File: config.mk
export PLATFORM = sky130hd
export DESIGN_NAME = micro_sequencer
export DESIGN_NICKNAME = d
export VERILOG_FILES = /design/src/rtl/micro_seq_pkg.sv /design/src/rtl/micro_ret_stack.sv /design/src/rtl/micro_sequencer.sv
export SDC_FILE = /design/constraint.sdc
export NUM_CORES = 1
export LEC_CHECK = 0
export CORE_ASPECT_RATIO = 0.75
export CORE_MARGIN = 5
export CORE_UTILIZATION = 49
export DETAILED_ROUTE_END_ITERATION = 8
export PLACE_DENSITY_LB_ADDON = 0.15
export SLEW_MARGIN = 5
export SYNTH_ARGS = -nofsm -noshare
export SYNTH_HDL_FRONTEND = slang
export SYNTH_HIERARCHICAL = 1
export SYNTH_SLANG_ARGS = --single-unit
File: constraint.sdc
create_clock -name clk -period 3.1 [get_ports clk]
set_input_delay 0.465 -clock clk [delete_from_list [all_inputs] [get_ports clk]]
set_output_delay 0.465 -clock clk [all_outputs]
set_load 0.05 [all_outputs]
File: src/rtl/micro_seq_pkg.sv
// Shared encodings for the micro-sequencer: seq_op values, FSM states and
// the default micro-address width.
package micro_seq_pkg;

  localparam int unsigned DEFAULT_AW = 4;

  typedef enum logic [2:0] {
    SEQ_NEXT     = 3'd0,
    SEQ_JUMP     = 3'd1,
    SEQ_BRT      = 3'd2,
    SEQ_BRF      = 3'd3,
    SEQ_DISPATCH = 3'd4,
    SEQ_CALL     = 3'd5,
    SEQ_RET      = 3'd6,
    SEQ_HALT     = 3'd7
  } seq_op_e;

  typedef enum logic [1:0] {
    ST_IDLE  = 2'd0,
    ST_RUN   = 2'd1,
    ST_FAULT = 2'd2
  } state_e;

endpackage

File: src/rtl/micro_ret_stack.sv
// LIFO return-address stack for micro-subroutines with synchronous clear.
// The caller only asserts push when !full and pop when !empty.
module micro_ret_stack
  import micro_seq_pkg::*;
#(
  parameter int unsigned AW          = DEFAULT_AW,
  parameter int unsigned STACK_DEPTH = 2
) (
  input  logic          clk,
  input  logic          rst_n,
  input  logic          clear,
  input  logic          push,
  input  logic          pop,
  input  logic [AW-1:0] push_data,
  output logic [AW-1:0] top,
  output logic          full,
  output logic          empty
);

  localparam int unsigned SPW = $clog2(STACK_DEPTH + 1);

  logic [SPW-1:0] sp;
  logic [AW-1:0]  mem [STACK_DEPTH];

  always_ff @(posedge clk or negedge rst_n) begin
    if (!rst_n) begin
      sp <= '0;
    end else if (clear) begin
      sp <= '0;
    end else if (push && !full) begin
      sp <= sp + SPW'(1);
    end else if (pop && !empty) begin
      sp <= sp - SPW'(1);
    end
  end

  // Entry storage needs no reset: slots at or above sp are never read.
  always_ff @(posedge clk) begin
    if (!clear && push && !full) begin
      for (int unsigned i = 0; i < STACK_DEPTH; i++) begin
        if (sp == SPW'(i)) mem[i] <= push_data;
      end
    end
  end

  always_comb begin
    top = '0;
    for (int unsigned i = 0; i < STACK_DEPTH; i++) begin
      if (sp == SPW'(i + 1)) top = mem[i];
    end
  end

  assign full  = (sp == SPW'(STACK_DEPTH));
  assign empty = (sp == '0);

endmodule

File: src/rtl/micro_sequencer.sv
// Next-micro-address sequencer: micro-PC register, four-source next-address
// selection, return stack and a run/idle/fault state machine.
module micro_sequencer
  import micro_seq_pkg::*;
#(
  parameter int unsigned   AW          = DEFAULT_AW,
  parameter int unsigned   STACK_DEPTH = 2,
  parameter logic [AW-1:0] RESET_ADDR  = '0
) (
  input  logic          clk,
  input  logic          rst_n,
  input  logic          start,
  input  logic          stall,
  input  logic [2:0]    seq_op,
  input  logic [AW-1:0] branch_addr,
  input  logic          cond,
  input  logic [AW-1:0] dispatch_addr,
  input  logic [AW-1:0] mpc_plus_1,
  output logic [AW-1:0] current_mpc,
  output logic          running,
  output logic          fault,
  output logic          stack_empty
);

  state_e        state;
  seq_op_e       op;
  logic          stk_push, stk_pop, stk_clear;
  logic          stk_full, stk_empty;
  logic [AW-1:0] stk_top;
  logic          exec;

  assign op   = seq_op_e'(seq_op);
  assign exec = (state == ST_RUN) && !stall;

  always_comb begin
    stk_push  = 1'b0;
    stk_pop   = 1'b0;
    stk_clear = 1'b0;
    if (exec) begin
      case (op)
        SEQ_CALL: stk_push  = !stk_full;
        SEQ_RET:  stk_pop   = !stk_empty;
        SEQ_HALT: stk_clear = 1'b1;
        default:  ;
      endcase
    end
  end

  micro_ret_stack #(
    .AW          (AW),
    .STACK_DEPTH (STACK_DEPTH)
  ) u_stack (
    .clk       (clk),
    .rst_n     (rst_n),
    .clear     (stk_clear),
    .push      (stk_push),
    .pop       (stk_pop),
    .push_data (mpc_plus_1),
    .top       (stk_top),
    .full      (stk_full),
    .empty     (stk_empty)
  );

  assign stack_empty = stk_empty;

  always_ff @(posedge clk or negedge rst_n) begin
    if (!rst_n) begin
      state       <= ST_IDLE;
      current_mpc <= RESET_ADDR;
      running     <= 1'b0;
      fault       <= 1'b0;
    end else begin
      case (state)
        ST_IDLE: begin
          if (start) begin
            state   <= ST_RUN;
            running <= 1'b1;
          end
        end
        ST_RUN: begin
          if (!stall) begin
            case (op)
              SEQ_NEXT:     current_mpc <= mpc_plus_1;
              SEQ_JUMP:     current_mpc <= branch_addr;
              SEQ_BRT:      current_mpc <= cond ? branch_addr : mpc_plus_1;
              SEQ_BRF:      current_mpc <= cond ? mpc_plus_1 : branch_addr;
              SEQ_DISPATCH: current_mpc <= dispatch_addr;
              SEQ_CALL: begin
                if (stk_full) begin
                  state   <= ST_FAULT;
                  running <= 1'b0;
                  fault   <= 1'b1;
                end else begin
                  current_mpc <= branch_addr;
                end
              end
              SEQ_RET: begin
                if (stk_empty) begin
                  state   <= ST_FAULT;
                  running <= 1'b0;
                  fault   <= 1'b1;
                end else begin
                  current_mpc <= stk_top;
                end
              end
              SEQ_HALT: begin
                current_mpc <= RESET_ADDR;
                state       <= ST_IDLE;
                running     <= 1'b0;
              end
              default: ;
            endcase
          end
        end
        default: ;
      endcase
    end
  end

endmodule

==> flow_summary.json <==
{
  "nNetsFinal": 160,
  "die-area_um2": 3429,
  "cp.required_ps": 3110,
  "num_rows": 15,
  "clk_latency_ps": 290,
  "dr.pass1.iters": 4,
  "grt_max_degree": 18,
  "vias": 927,
  "startpoint_type": "input pin",
  "cpMostUsedCell": "nor3b_1",
  "clock-sinks": 17,
  "synth_edf_count": 8,
  "hold_buffers": 0,
  "synth_top_flop_cell": "dfrtp_1",
  "cts_max_path_buffers": 2,
  "end_kind": "flop",
  "place_ws_ps": 242.0,
  "yosysMostFrequentCell": "dfrtp_1",
  "crit_type": "input pin to flop",
  "drtAntennaViolNets": 0,
  "arrival_ps": 2590,
  "synthCells": 108,
  "dieHeight_um": 51.98,
  "grt_overflow": 0,
  "htreeDepth": 1,
  "synth_cell_types": 38,
  "internal_power_uw": 329.5,
  "dp_hpwl_um": 1968,
  "drive_above_1_share": 0.1324,
  "p_clk_frac": 0.269,
  "rsz0062_at_grt": "false",
  "synthToLayoutAreaGrowth_pct": 26.20,
  "combinationalPowerShare": 0.182,
  "yosys_warnings": 6,
  "setup_viol_count_final": 0,
  "post-route-period-util": 0.8307,
  "postCtsSetupRepairBufs": 0,
  "async_reset_ff_frac": 0.5294,
  "antenna_found_initial": 0,
  "worst_pin_slew_ps": 495.6,
  "fin_skew_ps": 3.419,
  "grt_pass1_vias": 894,
  "path_clk_slew_ps": 100,
  "cp_top_family": "simple AND/OR/NAND/NOR gates",
  "post-route-min-period_ps": 2575,
  "sw_frac_of_total": 0.2336,
  "wl_um": 2478,
  "status": "complete, no violations",
  "syn_avg_cell_area_um2": 10.66,
  "drt_iter0_drc": 26,
  "max-vdd-ir-drop_v": 0.0002671,
  "fp.dieW_um": 65.97,
  "min_path_type": "input pin to async pin",
  "antenna_cells": 0,
  "max_stage_delay_ps": 410,
  "setup-tns-final_ps": 0,
  "wl_per_cell_um": 14.58,
  "cts-buffers-inserted": 3,
  "core-area_um2": 2271,
  "drc_errors": 0,
  "portBuffers": 26,
  "maxSlewHeadroom": 0.6685,
  "cts_tree": "yes",
  "initial_core_util": 0.5069,
  "seq_area_frac_synth": 0.4043,
  "cp_slowest_cell": "nor4b_1",
  "root_buffer": "clkbuf_4",
  "power_density_nw_per_um2": 296.0,
  "path_buf_inv": 2,
  "rr_startpoint": "state[1]$_DFFE_PN0P_",
  "grt_pass1_wl_um": 4174,
  "slew_viol_final": 0,
  "maxCapViolCount": 0,
  "synth_top_area_share": 0.2087,
  "syn_area_um2": 1151,
  "hold_viol": 0,
  "gp_congestion": 0.8689,
  "whs_ps": 469.7,
  "synthTopCellsByCount": "9 x dfrtp_1, 8 x edfxtp_1, 8 x nand2_1, 8 x nor3b_1, 7 x a21oi_1",
  "timing.final.ws_setup_ps": 524.7,
  "critical_path.max_fanout": 6,
  "yosys.area.top_type": "edfxtp_1",
  "p_seq_frac": 0.549,
  "max_freq_ghz": 0.3883,
  "cts_resized": 0,
  "switchingPower_uw": 100.4,
  "detail_route.vias_per_cell": 5.453,
  "grt.total_usage": 0.1601,
  "startpoint": "stall",
  "synth_seq_cells": 17,
  "p_leak_uw": 0.0005503,
  "synth.area.top_cells": "edfxtp_1 21%, dfrtp_1 20%, mux2_4 5.2%, nor3b_1 5.2%, ha_1 3.3%",
  "crit_path_cell_trace": "clkdlybuf4s50_1 -> nor3b_1 -> nand2_1 -> nor4b_1 -> or2b_2 -> nor3b_1 -> buf_4",
  "fillers": 201,
  "syn-num-nets": 131,
  "ios": 27
}
## power groups by stage
stage	sequential [uW]	combinational [uW]	clock, uW
2_1_floorplan	241	45.4	0
3_3_place_gp	241	76.7	0
3_5_place_dp	241	78.3	0
4_1_cts	236	78.6	121
5_1_grt	236	85.1	132
6_report	236	78.4	115
## final cells by class
| class | count | area [um^2] | area share |
|---|---|---|---|
| clock buffers | 3 | 22.52 | 0.01550 |
| clock inverters | 1 | 5.005 | 0.003445 |
| inverters | 3 | 11.26 | 0.007752 |
| multi-input cells | 81 | 608.1 | 0.4186 |
| flip-flops and latches | 17 | 465.4 | 0.3204 |
| well taps | 34 | 42.54 | 0.02929 |
| repair buffers | 31 | 297.8 | 0.2050 |
## worst register-to-register path: cells and delay by family (launching register included)
kind | cells | cell delay, ps
and+or+nand+nor | 5 | 1560
DFF | 1 | 390
buffers and inverters | 1 | 170
## cells in the final DEF, fill, tap and decap left out, drive strengths merged, types with 3 or more instances in the layout
cell type / n
clkdlybuf4s50: 26
dfrtp: 9
nor3b: 8
nand2: 8
edfxtp: 8
a21oi: 7
mux2: 7
buf: 5
and2b: 4
nor4: 4
o31ai: 4
nor2b: 3
mux2i: 3
o32ai: 3
nand3: 3
inv: 3
o21ai: 3
clkbuf: 3
a22o: 3
ha: 3
## per-layer routing
layer | GRT usage | vias to the layer above | part of all wire | wire length [um]
li1 | - | 464 | - | -
met1 | 0.2081 | 437 | 0.47 | 1177
met2 | 0.2612 | 22 | 0.46 | 1145
met3 | 0.04968 | 4 | 0.050 | 125
met4 | 0.03716 | 0 | 0.012 | 29
met5 | 0 | - | 0 | 0
## state kept, by name (all words and copies together), names as in the netlist
signal	count
u_stack/sp	2
current_mpc	4
state	2
fault	1
u_stack/mem	8
## final timing paths
path                                               endpoint  slack (ps)  cells after the start
worst min register to register            fault$_DFFE_PN0P_         490                      1
worst max-delay path            u_stack/mem[0][5]$_DFFE_PP_         520                      7
max in group asynchronous         u_stack/sp[1]$_DFFE_PN0P_        2340                      1
worst min-delay path                      fault$_DFFE_PN0P_         470                      1
worst max register to register  u_stack/mem[0][5]$_DFFE_PP_         700                      6
min in group clk                          fault$_DFFE_PN0P_         490                      1
## cell families (layout without fill, tap and decap cells)
group	after synthesis	in the layout	share of synthesized area
AND/OR/NAND/NOR	43	43	0.2359
AO/OA/AOI/OAI	24	24	0.1446
flip-flops	17	17	0.4044
multiplexers	10	10	0.1076
buffers and inverters	10	38	0.06738
adder cells (fa/ha/maj)	3	3	0.03261
XOR/XNOR	1	1	0.007610
## metrics by stage
| step | instance area [um^2] | power, uW | util | cells |
|---|---|---|---|---|
| floorplan | 1151 | 286.4 | - | 108 |
| global placement | 1425 | 317.5 | 0.6275 | 166 |
| detailed placement | 1425 | 319.2 | 0.6275 | 166 |
| CTS | 1453 | 435.8 | 0.6397 | 170 |
| global route | 1453 | 453.3 | 0.6397 | 170 |
| finish | 1453 | 429.9 | 0.6397 | 170 |
Note: power is estimated with default switching activity, not from simulation.
